--- src/rtl/uart_rx_frame_fifo.sv ---
// UART receiver: oversampled start detection, configurable data/parity/stop, per-frame error pulses, output FIFO.
// Define UART_RX_MAJORITY_EN to take each bit as a 3-sample majority vote around mid-bit.
`timescale 1ns/1ps
module uart_rx_frame_fifo #(
  parameter int MAX_DATA_BITS = 9,
  parameter int OVERSAMPLE    = 16,
  parameter int FIFO_DEPTH    = 4
) (
  input  logic                     clk_16bd,
  input  logic                     rst_n,
  input  logic                     Rx,
  input  logic                     parity,
  input  logic                     parity_type,
  input  logic                     stop_bits,
  input  logic [3:0]               frame_length,
  output logic [MAX_DATA_BITS-1:0] frame,
  output logic                     frame_valid,
  input  logic                     frame_ready,
  output logic                     parity_err,
  output logic                     frame_err,
  output logic                     overrun
);

  localparam int TW = $clog2(OVERSAMPLE);
  localparam int AW = $clog2(FIFO_DEPTH);
  localparam logic [TW-1:0] TICK_LAST = TW'(OVERSAMPLE - 1);
`ifdef UART_RX_MAJORITY_EN
  localparam logic [TW-1:0] TICK_M0  = TW'(OVERSAMPLE / 2 - 1);
  localparam logic [TW-1:0] TICK_M1  = TW'(OVERSAMPLE / 2);
  localparam logic [TW-1:0] TICK_DEC = TW'(OVERSAMPLE / 2 + 1);
`else
  localparam logic [TW-1:0] TICK_DEC = TW'(OVERSAMPLE / 2);
`endif

  typedef enum logic [2:0] {S_IDLE, S_START, S_DATA, S_PARITY, S_STOP, S_BREAK} state_t;

  state_t                   r_state;
  logic                     r_rx_meta, r_rxs;
  logic [TW-1:0]            r_tick;
  logic [3:0]               r_len, r_bit_idx;
  logic                     r_par_en, r_par_odd, r_two_stop;
  logic                     r_par_bit, r_ferr, r_stop_idx;
  logic [MAX_DATA_BITS-1:0] r_data;
  logic                     r_parity_err, r_frame_err, r_overrun;

  logic [MAX_DATA_BITS-1:0] r_mem [FIFO_DEPTH];
  logic [AW-1:0]            r_wr_ptr, r_rd_ptr;
  logic [AW:0]              r_count;

  logic       w_bit, w_samp, w_decide, w_ferr_now, w_perr;
  logic       w_full, w_empty, w_push, w_pop;
  logic [3:0] w_len;

  always_ff @(posedge clk_16bd or negedge rst_n) begin
    if (!rst_n) begin
      r_rx_meta <= 1'b1;
      r_rxs     <= 1'b1;
    end else begin
      r_rx_meta <= Rx;
      r_rxs     <= r_rx_meta;
    end
  end

`ifdef UART_RX_MAJORITY_EN
  logic r_m0, r_m1;
  always_ff @(posedge clk_16bd or negedge rst_n) begin
    if (!rst_n) begin
      r_m0 <= 1'b1;
      r_m1 <= 1'b1;
    end else begin
      if (r_tick == TICK_M0) r_m0 <= r_rxs;
      if (r_tick == TICK_M1) r_m1 <= r_rxs;
    end
  end
  assign w_bit = (r_m0 & r_m1) | (r_m0 & r_rxs) | (r_m1 & r_rxs);
`else
  assign w_bit = r_rxs;
`endif

  assign w_samp     = (r_tick == TICK_DEC);
  assign w_ferr_now = r_ferr | ~w_bit;
  assign w_perr     = r_par_en & (^r_data ^ r_par_bit ^ r_par_odd);
  assign w_decide   = (r_state == S_STOP) && w_samp && (r_stop_idx == r_two_stop);

  always_comb begin
    w_len = frame_length;
    if (frame_length < 4'd5)
      w_len = 4'd5;
    else if (frame_length > 4'(MAX_DATA_BITS))
      w_len = 4'(MAX_DATA_BITS);
  end

  // A pop in the decision cycle frees the slot the new frame needs.
  assign w_empty = (r_count == '0);
  assign w_full  = (r_count == (AW+1)'(FIFO_DEPTH));
  assign w_pop   = frame_ready & ~w_empty;
  assign w_push  = w_decide & ~w_ferr_now & ~w_perr & (~w_full | w_pop);

  always_ff @(posedge clk_16bd or negedge rst_n) begin
    if (!rst_n) begin
      r_state      <= S_IDLE;
      r_tick       <= '0;
      r_len        <= 4'd5;
      r_bit_idx    <= '0;
      r_par_en     <= 1'b0;
      r_par_odd    <= 1'b0;
      r_two_stop   <= 1'b0;
      r_par_bit    <= 1'b0;
      r_ferr       <= 1'b0;
      r_stop_idx   <= 1'b0;
      r_data       <= '0;
      r_parity_err <= 1'b0;
      r_frame_err  <= 1'b0;
      r_overrun    <= 1'b0;
    end else begin
      r_parity_err <= 1'b0;
      r_frame_err  <= 1'b0;
      r_overrun    <= 1'b0;
      r_tick       <= (r_tick == TICK_LAST) ? '0 : r_tick + TW'(1);
      case (r_state)
        S_IDLE: begin
          if (!r_rxs) begin
            // Detection cycle counts as tick 0 of the start bit.
            r_tick     <= TW'(1);
            r_len      <= w_len;
            r_par_en   <= parity;
            r_par_odd  <= parity_type;
            r_two_stop <= stop_bits;
            r_bit_idx  <= '0;
            r_stop_idx <= 1'b0;
            r_ferr     <= 1'b0;
            r_data     <= '0;
            r_state    <= S_START;
          end
        end
        S_START: begin
          if (w_samp && w_bit)
            r_state <= S_IDLE;
          else if (r_tick == TICK_LAST)
            r_state <= S_DATA;
        end
        S_DATA: begin
          if (w_samp) begin
            for (int i = 0; i < MAX_DATA_BITS; i++)
              if (r_bit_idx == 4'(i)) r_data[i] <= w_bit;
          end
          if (r_tick == TICK_LAST) begin
            if (r_bit_idx == r_len - 4'd1)
              r_state <= r_par_en ? S_PARITY : S_STOP;
            else
              r_bit_idx <= r_bit_idx + 4'd1;
          end
        end
        S_PARITY: begin
          if (w_samp) r_par_bit <= w_bit;
          if (r_tick == TICK_LAST) r_state <= S_STOP;
        end
        S_STOP: begin
          if (w_decide) begin
            if (w_ferr_now) begin
              r_frame_err <= 1'b1;
              r_state     <= S_BREAK;
            end else if (w_perr) begin
              r_parity_err <= 1'b1;
              r_state      <= S_IDLE;
            end else begin
              r_overrun <= w_full & ~w_pop;
              r_state   <= S_IDLE;
            end
          end else begin
            if (w_samp) r_ferr <= w_ferr_now;
            if (r_tick == TICK_LAST) r_stop_idx <= 1'b1;
          end
        end
        S_BREAK: begin
          if (r_rxs) r_state <= S_IDLE;
        end
        default: r_state <= S_IDLE;
      endcase
    end
  end

  always_ff @(posedge clk_16bd) begin
    if (w_push) r_mem[r_wr_ptr] <= r_data;
  end

  always_ff @(posedge clk_16bd or negedge rst_n) begin
    if (!rst_n) begin
      r_wr_ptr <= '0;
      r_rd_ptr <= '0;
      r_count  <= '0;
    end else begin
      if (w_push) r_wr_ptr <= r_wr_ptr + AW'(1);
      if (w_pop)  r_rd_ptr <= r_rd_ptr + AW'(1);
      case ({w_push, w_pop})
        2'b10:   r_count <= r_count + (AW+1)'(1);
        2'b01:   r_count <= r_count - (AW+1)'(1);
        default: r_count <= r_count;
      endcase
    end
  end

  assign frame       = w_empty ? '0 : r_mem[r_rd_ptr];
  assign frame_valid = ~w_empty;
  assign parity_err  = r_parity_err;
  assign frame_err   = r_frame_err;
  assign overrun     = r_overrun;

endmodule

--- config.mk ---
export PLATFORM = sky130hd
export DESIGN_NAME = uart_rx_frame_fifo
export DESIGN_NICKNAME = d
export VERILOG_FILES = /design/src/rtl/uart_rx_frame_fifo.sv
export SDC_FILE = /design/constraint.sdc
export NUM_CORES = 1
export LEC_CHECK = 0
export BUFFER_PORTS_ARGS = -buffer_cell sky130_fd_sc_hd__buf_2
export CORE_ASPECT_RATIO = 1.25
export CORE_MARGIN = 5
export CORE_UTILIZATION = 67
export CTS_BUF_LIST = sky130_fd_sc_hd__clkbuf_4 sky130_fd_sc_hd__clkbuf_8
export CTS_CLUSTER_DIAMETER = 200
export DETAILED_ROUTE_END_ITERATION = 12
export PLACE_DENSITY = 0.89
export SYNTH_ARGS = -nofsm -noshare
export SYNTH_HDL_FRONTEND = slang
export SYNTH_SLANG_ARGS = --single-unit
--- constraint.sdc ---
create_clock -name clk_16bd -period 3.8 [get_ports clk_16bd]
set_input_delay 1.14 -clock clk_16bd [delete_from_list [all_inputs] [get_ports clk_16bd]]
set_output_delay 1.14 -clock clk_16bd [all_outputs]
set_load 0.05 [all_outputs]
==> results.py <==
metrics = {
    "finish": {
        "area_growth_pct": 9.029,
        "layout-drive-gt1-share": 0.1706,
        "diodes": 0,
        "final_common_cell": "dfrtp_1",
        "finalNetCount": 359,
        "fill_cells": 343,
        "final_cell_mix": "dfrtp_1, edfxtp_1, nand2_1, buf_2",
        "multiInputGateArea_um2": 1421,
        "regArea_um2": 2137,
    },
    "route": {
        "ant_nets": 0,
        "vias_per_cell": 5.767,
        "vias": 2330,
        "drt_iter0_markers": 196,
        "dr.pass1.iters": 5,
        "routed_wl_um": 6256,
        "drcViolationCount": 0,
        "post_drt_wl_per_cell_um": 15.49,
    },
    "timing": {
        "fmax_ghz": 0.3148,
        "finalSetupViolCount": 0,
        "tns_ns": 0,
        "worst_pin_slew_ns": 0.9139,
        "skew_ns": 0.008808,
        "rsz0062_at_grt": "no",
        "setup_ws_ns": 0.6237,
        "min_period_ns": 3.176,
        "relSlewSlack": 0.3908,
        "finalHoldViolCount": 0,
        "slew_violations": 0,
        "fin_crit_sh": 0.8359,
    },
    "synthesis": {
        "ys_warn_count": 0,
        "synth_seq_cells": 78,
        "syn-instance-count": 314,
        "synth-edff-count": 36,
        "yosysUniqueCellTypes": 45,
        "synth_nets": 338,
        "synth_area_um2": 3700,
        "syn_avg_cell_area_um2": 11.78,
        "synthArstFlopShare": 0.5385,
        "ys.flop_type": "dfrtp_1",
        "seq_area_frac_synth": 0.5776,
    },
    "worst_setup_path": {
        "crit_chain": "mux4_2 > and2_1 > buf_2",
        "cp_max_fo": 11,
        "end_kind": "primary output",
        "cp.arrival_ns": 2.04,
        "start_kind": "flip-flop",
        "cpMaxStageDelayCell": "dfrtp_1",
        "worstPathRequired_ns": 2.66,
        "path_class": "reg -> out",
        "slowest_delay_ns": 0.74,
        "rrSetupSlack_ns": 0.87,
    },
    "global_routing": {
        "grt_use_total": 0.1953,
        "grt_start_max_net_pins": 43,
        "grt_pass1_wl_um": 11020,
        "grt.overflow.total": 0,
        "antenna_found_initial": 0,
        "grt_pass1_vias": 2334,
    },
    "clock_network": {
        "clk_pin_slew_worst_paths_ns": 0.08,
        "htree_levels": 3,
        "postCtsSetupRepairBufs": 0,
        "cts_tree": "built",
        "cts_buffers": 9,
        "hold_buffers": 0,
        "cts_sinks": 78,
        "root_buffer": "clkbuf_8",
        "cts_resized": 0,
        "clk_latency_ns": 0.35,
        "clockBufferDepth": 2,
    },
    "die": {
        "die_h_um": 93.08,
        "core_um2": 5405,
        "ios": 24,
        "start_util": 0.6845,
        "die_area_um2": 7117,
        "dieWidth_um": 76.47,
        "rows": 30,
    },
    "run_status": {
        "outcome": "complete, no violations",
    },
    "placed_design": {
        "numPortBuffers": 23,
        "gp_congestion": 0.8230,
        "pre_cts_ws_ns": 0.6138,
        "place_hpwl_um": 4454,
    },
    "power_and_ir_drop": {
        "peakVddDrop_mv": 0.4858,
        "powerDensity_nw_per_um2": 729.3,
        "p_leak_nw": 1.695,
    },
    "job": {
        "cap_violations": 0,
    },
    "hold_path": {
        "holdCritPathClass": "reg -> reg",
    },
}
-- layer usage --
layer,part of all wire,track usage,wire (um)
met4,0.013,0.07726,81
met5,0,0,0
met3,0.045,0.03854,280
met1,0.41,0.2492,2550
met2,0.53,0.3293,3344
-- registers in the layout (all words and copies together) (netlist names), 2 cells and up --
| signal | flops |
|---|---|
| r_count | 3 |
| r_state | 3 |
| r_mem | 36 |
| r_len | 4 |
| r_bit_idx | 4 |
| r_data | 9 |
| r_rd_ptr | 2 |
| r_tick | 4 |
| r_wr_ptr | 2 |
-- report_power, final --
group	internal [mW]	leakage, nW	switching, mW
logic	0.446	0.709	0.644
registers	1.03	0.892	0.220
clock network	0.308	0.0933	0.293
-- final cells by class --
cell class	count	share of cell area
clock buffers	10	0.03257
well taps	64	0.01985
inverters	23	0.02140
flip-flops and latches	78	0.5298
repair buffers	23	0.02854
multi-input cells	200	0.3524
clock inverters	6	0.01551
-- worst max-delay path, delay by kind of cell (launching register included) --
family                 cells  cell delay [ns]
flip-flops                 1             0.74
multiplexers               1             0.57
AND/OR/NAND/NOR            1             0.16
buffers and inverters      1             0.20
-- cells by family after synthesis --
group / Yosys count / share of synthesized area
and+or+nand+nor: 104 / 0.1441
DFF: 78 / 0.5776
AOI/OAI and AO/OA: 48 / 0.07508
buffers and inverters: 36 / 0.03821
xor gates and xnor gates: 23 / 0.05445
adders and majority gates: 13 / 0.04599
muxes: 12 / 0.06459
-- cell usage after synthesis, drive strengths merged, types with 9 or more instances --
cell type  instances  share of area
dfrtp             38           0.26
xnor2             16          0.038
nand2             25          0.025
inv               23          0.023
nand3             22          0.030
nor2              18          0.020
clkbuf             9         0.0091
mux4               9          0.055
a21oi             19          0.026
o21ai             17          0.023
edfxtp            36           0.29
ha                12          0.041
and2              16          0.027
-- final timing paths --
kind | depth (start not counted) | startpoint | end
min reg2reg | 0 | r_rx_meta | r_rxs
min | 0 | r_rx_meta | r_rxs
max | 3 | r_rd_ptr[0] | frame[0]
max reg2reg | 13 | r_tick[0] | r_count[2]
max in group asynchronous | 1 | rst_n | r_data[1]
min in group asynchronous | 1 | rst_n | r_stop_idx
-- metrics by stage --
step | util | total power [mW] | area (um2) | hold WS, ns | std cells
floorplan | - | 2.137 | 3700 | 0.3452 | 314
global placement | 0.7104 | 2.317 | 3840 | 0.3460 | 388
detailed placement | 0.7104 | 2.357 | 3840 | 0.3491 | 388
CTS | 0.7463 | 2.954 | 4034 | 0.3601 | 404
global route | 0.7463 | 3.144 | 4034 | 0.3703 | 404
finish | 0.7463 | 2.942 | 4034 | 0.3590 | 404
Note: power is estimated with default switching activity, not from simulation.
